## config.mk

```make
export PLATFORM = sky130hd
export DESIGN_NAME = mem_port_arbiter
export DESIGN_NICKNAME = d
export VERILOG_FILES = /design/src/rtl/mem_port_arbiter.sv
export SDC_FILE = /design/constraint.sdc
export NUM_CORES = 1
export LEC_CHECK = 0
export BUFFER_PORTS_ARGS = -buffer_cell sky130_fd_sc_hd__buf_2
export CAP_MARGIN = 0
export CELL_PAD_IN_SITES_DETAIL_PLACEMENT = 1
export CELL_PAD_IN_SITES_GLOBAL_PLACEMENT = 1
export CORE_MARGIN = 2
export CORE_UTILIZATION = 37
export DETAILED_ROUTE_END_ITERATION = 16
export HOLD_SLACK_MARGIN = 0.06
export PLACE_DENSITY_LB_ADDON = 0.1
export SYNTH_ARGS = -nofsm -noshare
export SYNTH_HDL_FRONTEND = slang
export SYNTH_SLANG_ARGS = --single-unit
export TNS_END_PERCENT = 5
```

## constraint.sdc

```tcl
create_clock -name clk -period 6.33 [get_ports clk]
set_input_delay 0.9495 -clock clk [delete_from_list [all_inputs] [get_ports clk]]
set_output_delay 0.9495 -clock clk [all_outputs]
set_load 0.005 [all_outputs]
```

## src/rtl/mem_port_arbiter.sv

```systemverilog
// Arbiter and sequencer for the single ram port shared by instruction fetch and the
// load/store path: one transaction at a time, data priority with a fetch starvation guard.
`timescale 1ns/1ps
module mem_port_arbiter #(
  parameter int unsigned MAX_DATA_STREAK = 4,
  parameter int unsigned TIMEOUT         = 255,
  parameter logic [2:0]  MEM_WORD        = 3'd2
) (
  input  logic        clk,
  input  logic        rst,
  input  logic        if_req,
  input  logic [31:0] if_adr,
  output logic        if_ack,
  input  logic        d_req,
  input  logic        d_we,
  input  logic [31:0] d_adr,
  input  logic [31:0] d_wdata,
  input  logic [2:0]  d_siz,
  output logic        d_ack,
  output logic [31:0] rdata,
  output logic        err,
  output logic        busy,
  output logic        mem_start,
  output logic [31:0] mem_adr,
  output logic        mem_load,
  output logic [31:0] mem_in,
  output logic [2:0]  mem_siz,
  input  logic [31:0] mem_out,
  input  logic        mem_busy,
  input  logic        mem_done
);

  localparam logic [1:0] S_IDLE  = 2'd0;
  localparam logic [1:0] S_ISSUE = 2'd1;
  localparam logic [1:0] S_WAIT  = 2'd2;
  localparam logic [1:0] S_RESP  = 2'd3;

  localparam logic [2:0] STREAK_MAX = 3'(MAX_DATA_STREAK);
  localparam logic [7:0] TIMEOUT_C  = 8'(TIMEOUT);

  logic [1:0]  state_q, state_d;
  logic        owner_q, owner_d;
  logic [2:0]  streak_q, streak_d;
  logic [7:0]  tcnt_q, tcnt_d;
  logic        mem_start_q, mem_start_d;
  logic [31:0] mem_adr_q, mem_adr_d;
  logic        mem_load_q, mem_load_d;
  logic [31:0] mem_in_q, mem_in_d;
  logic [2:0]  mem_siz_q, mem_siz_d;
  logic        if_ack_q, if_ack_d;
  logic        d_ack_q, d_ack_d;
  logic [31:0] rdata_q, rdata_d;
  logic        err_q, err_d;
  logic        busy_q, busy_d;

  logic        grant_d_s;
  logic [2:0]  streak_inc_s;
  logic [7:0]  tcnt_inc_s;

  // Data wins a tie unless it has already taken MAX_DATA_STREAK grants past a waiting fetch.
  assign grant_d_s    = d_req && (!if_req || (streak_q != STREAK_MAX));
  assign streak_inc_s = (streak_q == STREAK_MAX) ? streak_q : streak_q + 3'd1;
  assign tcnt_inc_s   = tcnt_q + 8'd1;

  // Next-state and output-register logic for the IDLE/ISSUE/WAIT/RESP sequencer.
  always_comb begin
    state_d     = state_q;
    owner_d     = owner_q;
    streak_d    = streak_q;
    tcnt_d      = tcnt_q;
    mem_start_d = mem_start_q;
    mem_adr_d   = mem_adr_q;
    mem_load_d  = mem_load_q;
    mem_in_d    = mem_in_q;
    mem_siz_d   = mem_siz_q;
    if_ack_d    = 1'b0;
    d_ack_d     = 1'b0;
    rdata_d     = rdata_q;
    err_d       = err_q;
    busy_d      = busy_q;
    case (state_q)
      S_IDLE: begin
        if (grant_d_s) begin
          owner_d     = 1'b1;
          mem_adr_d   = d_adr;
          mem_load_d  = d_we;
          mem_in_d    = d_wdata;
          mem_siz_d   = d_siz;
          streak_d    = if_req ? streak_inc_s : 3'd0;
          tcnt_d      = 8'd0;
          mem_start_d = 1'b1;
          busy_d      = 1'b1;
          state_d     = S_ISSUE;
        end else if (if_req) begin
          owner_d     = 1'b0;
          mem_adr_d   = if_adr;
          mem_load_d  = 1'b0;
          mem_in_d    = 32'd0;
          mem_siz_d   = MEM_WORD;
          streak_d    = 3'd0;
          tcnt_d      = 8'd0;
          mem_start_d = 1'b1;
          busy_d      = 1'b1;
          state_d     = S_ISSUE;
        end else begin
          busy_d  = 1'b0;
          state_d = S_IDLE;
        end
      end
      S_ISSUE: begin
        state_d = S_WAIT;
      end
      S_WAIT: begin
        tcnt_d = tcnt_inc_s;
        // Completion is checked first so a done on the last allowed cycle is not an error.
        if (mem_done && !mem_busy) begin
          rdata_d     = mem_out;
          err_d       = 1'b0;
          mem_start_d = 1'b0;
          if_ack_d    = !owner_q;
          d_ack_d     = owner_q;
          state_d     = S_RESP;
        end else if (tcnt_inc_s == TIMEOUT_C) begin
          rdata_d     = 32'd0;
          err_d       = 1'b1;
          mem_start_d = 1'b0;
          if_ack_d    = !owner_q;
          d_ack_d     = owner_q;
          state_d     = S_RESP;
        end else begin
          state_d = S_WAIT;
        end
      end
      S_RESP: begin
        busy_d  = 1'b0;
        state_d = S_IDLE;
      end
      default: begin
        mem_start_d = 1'b0;
        busy_d      = 1'b0;
        state_d     = S_IDLE;
      end
    endcase
  end

  // State and registered outputs; reset abandons any in-flight transaction without an ack.
  always_ff @(posedge clk or posedge rst) begin
    if (rst) begin
      state_q     <= S_IDLE;
      owner_q     <= 1'b0;
      streak_q    <= 3'd0;
      tcnt_q      <= 8'd0;
      mem_start_q <= 1'b0;
      mem_adr_q   <= 32'd0;
      mem_load_q  <= 1'b0;
      mem_in_q    <= 32'd0;
      mem_siz_q   <= MEM_WORD;
      if_ack_q    <= 1'b0;
      d_ack_q     <= 1'b0;
      rdata_q     <= 32'd0;
      err_q       <= 1'b0;
      busy_q      <= 1'b0;
    end else begin
      state_q     <= state_d;
      owner_q     <= owner_d;
      streak_q    <= streak_d;
      tcnt_q      <= tcnt_d;
      mem_start_q <= mem_start_d;
      mem_adr_q   <= mem_adr_d;
      mem_load_q  <= mem_load_d;
      mem_in_q    <= mem_in_d;
      mem_siz_q   <= mem_siz_d;
      if_ack_q    <= if_ack_d;
      d_ack_q     <= d_ack_d;
      rdata_q     <= rdata_d;
      err_q       <= err_d;
      busy_q      <= busy_d;
    end
  end

  assign if_ack    = if_ack_q;
  assign d_ack     = d_ack_q;
  assign rdata     = rdata_q;
  assign err       = err_q;
  assign busy      = busy_q;
  assign mem_start = mem_start_q;
  assign mem_adr   = mem_adr_q;
  assign mem_load  = mem_load_q;
  assign mem_in    = mem_in_q;
  assign mem_siz   = mem_siz_q;

endmodule
```

==> implementation parameters <==
Parameter                              Value

Global route
  First-pass GRT wire length    ~23 mm
  Vias in the first global route    4430
  Global routing usage summed across all routing layers    0.207
  Pin count of the biggest net entering global routing    78
  Remaining global-route overflow    0
  Initial antenna violation count    1

Clocking
  Post-cts sizing count    0
  Total clock sinks    119
  Total CTS buffers    17
  Post-cts hold buffer count    0
  Clock-pin slew reported for the worst setup and hold paths after clock tree synthesis    0.05 ns
  Post-CTS setup buffer count    0
  TritonCTS clock tree    built
  Bufs on Longest Clock Path    2
  Library cell used as clock root buffer    clkbuf_16
  H-tree levels    4
  Clk Latency, worst-skew pair    0.40 ns

Route
  Detailed-route wire length per cell    17.0 microns
  Number of search-and-repair iterations in the first detailed-routing pass    4
  Detail Route Antenna Nets    0
  DR vias/cell    4.94
  Number of remaining DRC errors    0
  Total via count in the routed design    around 4000
  WL final    13.9 mm
  Iteration-0 DRC Markers    between 150 and 200

Synthesis
  Syn avg cell area    12.2 sq um
  Cell type with the highest aggregate area in the netlist    dfrtp_1
  Synthesized net count    544
  Top cell types by occurrence after synthesis    118 x dfrtp_1, 68 x a22o_1, 42 x nand2_1, 39 x o21ai_1, 32 x mux2i_1
  Synth warnings    0
  Number of instances in the synthesized netlist    about 400
  Top-count cell post-synth    dfrtp_1
  Post-synth EDFFs    0
  Cell area after synthesis    between 4000 and 5000 sq um
  Dominant cells by area after synthesis    dfrtp_1 61%, a22o_1 12%, mux2i_1 6.6%
  Primary flip-flop cell chosen by synthesis mapping    dfrtp_1
  Share of flip-flops with an asynchronous set or reset    1.00
  Number of register bits inferred by synthesis    119
  Sequential cell area fraction in the yosys report    0.612
  Netlist cell types    35
  Area share of the largest cell type after synthesis    0.606

Setup path
  Data required time of the worst path    ~6.7 ns
  Nature of the critical path endpoint    flip-flop
  Worst path arrival time    2.76 ns
  Critical path class    reg2reg
  Maximum fanout along the worst path    34
  Worst Setup Start Kind    flip-flop

Flow run
  Max-capacitance violation count    0

Placement
  Estimated wirelength of the detail-placed design    10.1 mm
  Number of cells after detailed placement    790
  DP Worst Slack    3.50 ns
  Placed Instance Area    6220 sq um
  Number of buffers inserted by port buffering    242
  RD Place Congestion    0.809

Status
  Outcome    completed

STA
  Max Fclk    0.413 GHz
  Number of hold violations in the final report    0
  Post-route fraction of the period consumed by the critical path    0.383
  Number of failing setup endpoints in the final timing report    0
  Final worst clock skew    0.00603 ns
  Hold Slack    approximately 0.43 ns
  Pins over their slew limit    0
  Fin worst setup slack    approximately 4 ns
  Total Negative Setup Slacks    0 ns
  RSZ-0062 raised after global routing    false
  Max-slew headroom at the worst pin    0.309
  Slew at the pin closest to its max-slew limit    1.03 ns
  Min cycle time layout    roughly 2.4 ns

Pwr
  Static leakage    roughly 3.6 nW
  Total power consumption of the routed design    3.28 mW
  Peak supply drop    between 150 and 200 uV
  Total power divided by cell area    485 nW/um^2

Layout
  Fillers    1440
  Layout cell share with drive strength beyond 1    0.434
  Sequential cell area    2980 sq um
  Area of combinational cells with multiple inputs    about 1700 sq um
  Layout Utilization    0.532
  Number of nets in the layout    782
  Final Instance Area    6760 sq um
  Relative area change from synthesis to final layout    38.9%
  Non-filler instance count after layout    820

Die
  Total die area    between 10000 and 15000 sq um
  Die span in y    roughly 120 microns
  # rows    between 40 and 50
  Horizontal die dimension    119 microns
  CORE AREA    about 13000 sq um
  Initial core utilization    0.383
  Total I/O pin count    243

Min path
  Worst min-delay path category    reg2reg
[final cells by class]
class | count | area share
sequential | 119 | 0.441
antenna | 1 | 0.000370
inverter | 8 | 0.00481
multi-input combinational | 245 | 0.258
timing repair buffer | 246 | 0.184
tap | 172 | 0.0318
clock buffer | 26 | 0.0783
clock inverter | 3 | 0.00222
[cells in the final DEF, fill, tap and decap left out, drive strengths merged]
cell type | synthesis | final
a211oi | 1 | 1
or3 | 2 | 2
a21oi | 3 | 3
o22ai | 1 | 1
nor2b | 3 | 3
a21o | 3 | 3
clkbuf | 20 | 26
nor2 | 6 | 6
dfrtp | 118 | 118
o31ai | 4 | 4
ha | 7 | 7
and2 | 3 | 3
xnor2 | 2 | 2
o32a | 1 | 1
nand3b | 1 | 1
o21ai | 49 | 49
a21boi | 1 | 1
nand4 | 1 | 1
a22o | 68 | 68
mux2i | 32 | 32
a31oi | 2 | 2
clkinv | 0 | 3
dfstp | 1 | 1
inv | 8 | 8
nand2 | 42 | 42
buf | 7 | 246
a22oi | 1 | 1
o21a | 1 | 1
diode | 0 | 1
and3b | 1 | 1
nand3 | 7 | 7
and3 | 1 | 1
nand2b | 2 | 2
[metal layers]
metal,up-vias,wire length [microns],part of all wire,global-route usage
li1,1921,-,-,-
met3,13,1190,0.085,0.0743
met2,165,7170,0.52,0.362
met5,-,0,0,0
met1,1948,5330,0.38,0.232
met4,0,211,0.015,0.0729
[power breakdown]
group,internal [mW],leakage (nW),switching (mW),total [mW]
clock,0.564,0.274,0.310,0.874
combinational,0.539,1.84,0.564,1.10
sequential,1.11,1.50,0.193,1.30
total,2.21,3.61,1.07,3.28
[worst max-delay path, stage by stage (launching register included)]
cell	delay [ns]
dfrtp_1	0.46
ha_1	0.31
and3_1	0.23
xnor2_1	0.26
a211oi_4	0.08
a31oi_4	0.75
a22o_1	0.25
[kinds of logic after synthesis]
family,share of synthesized area
AO/OA/AOI/OAI,0.204
XOR/XNOR,0.00360
adder cells (fa/ha/maj),0.0180
buffers and inverters,0.0326
flip-flops,0.612
multiplexers,0.0658
AND/OR/NAND/NOR,0.0640
[state kept, by name (all words and copies together) (netlist names), 2 cells and up]
signal / cells
streak_q: 3
state_q: 2
mem_adr: 32
mem_siz: 3
tcnt_q: 8
rdata: 32
mem_in: 32
[worst paths after layout]
path	from	to	slack, ns	cells after the start
setup / recovery	tcnt_q[0]	rdata[5]	3.91	6
hold / removal	owner_q	if_ack	0.43	1
setup reg to reg	tcnt_q[0]	rdata[5]	3.91	6
hold reg to reg	owner_q	if_ack	0.43	1
max in group asynchronous	rst	rdata[31]	4.36	3
min in group asynchronous	rst	rdata[18]	0.60	2
(Power assumes the default switching activity.)
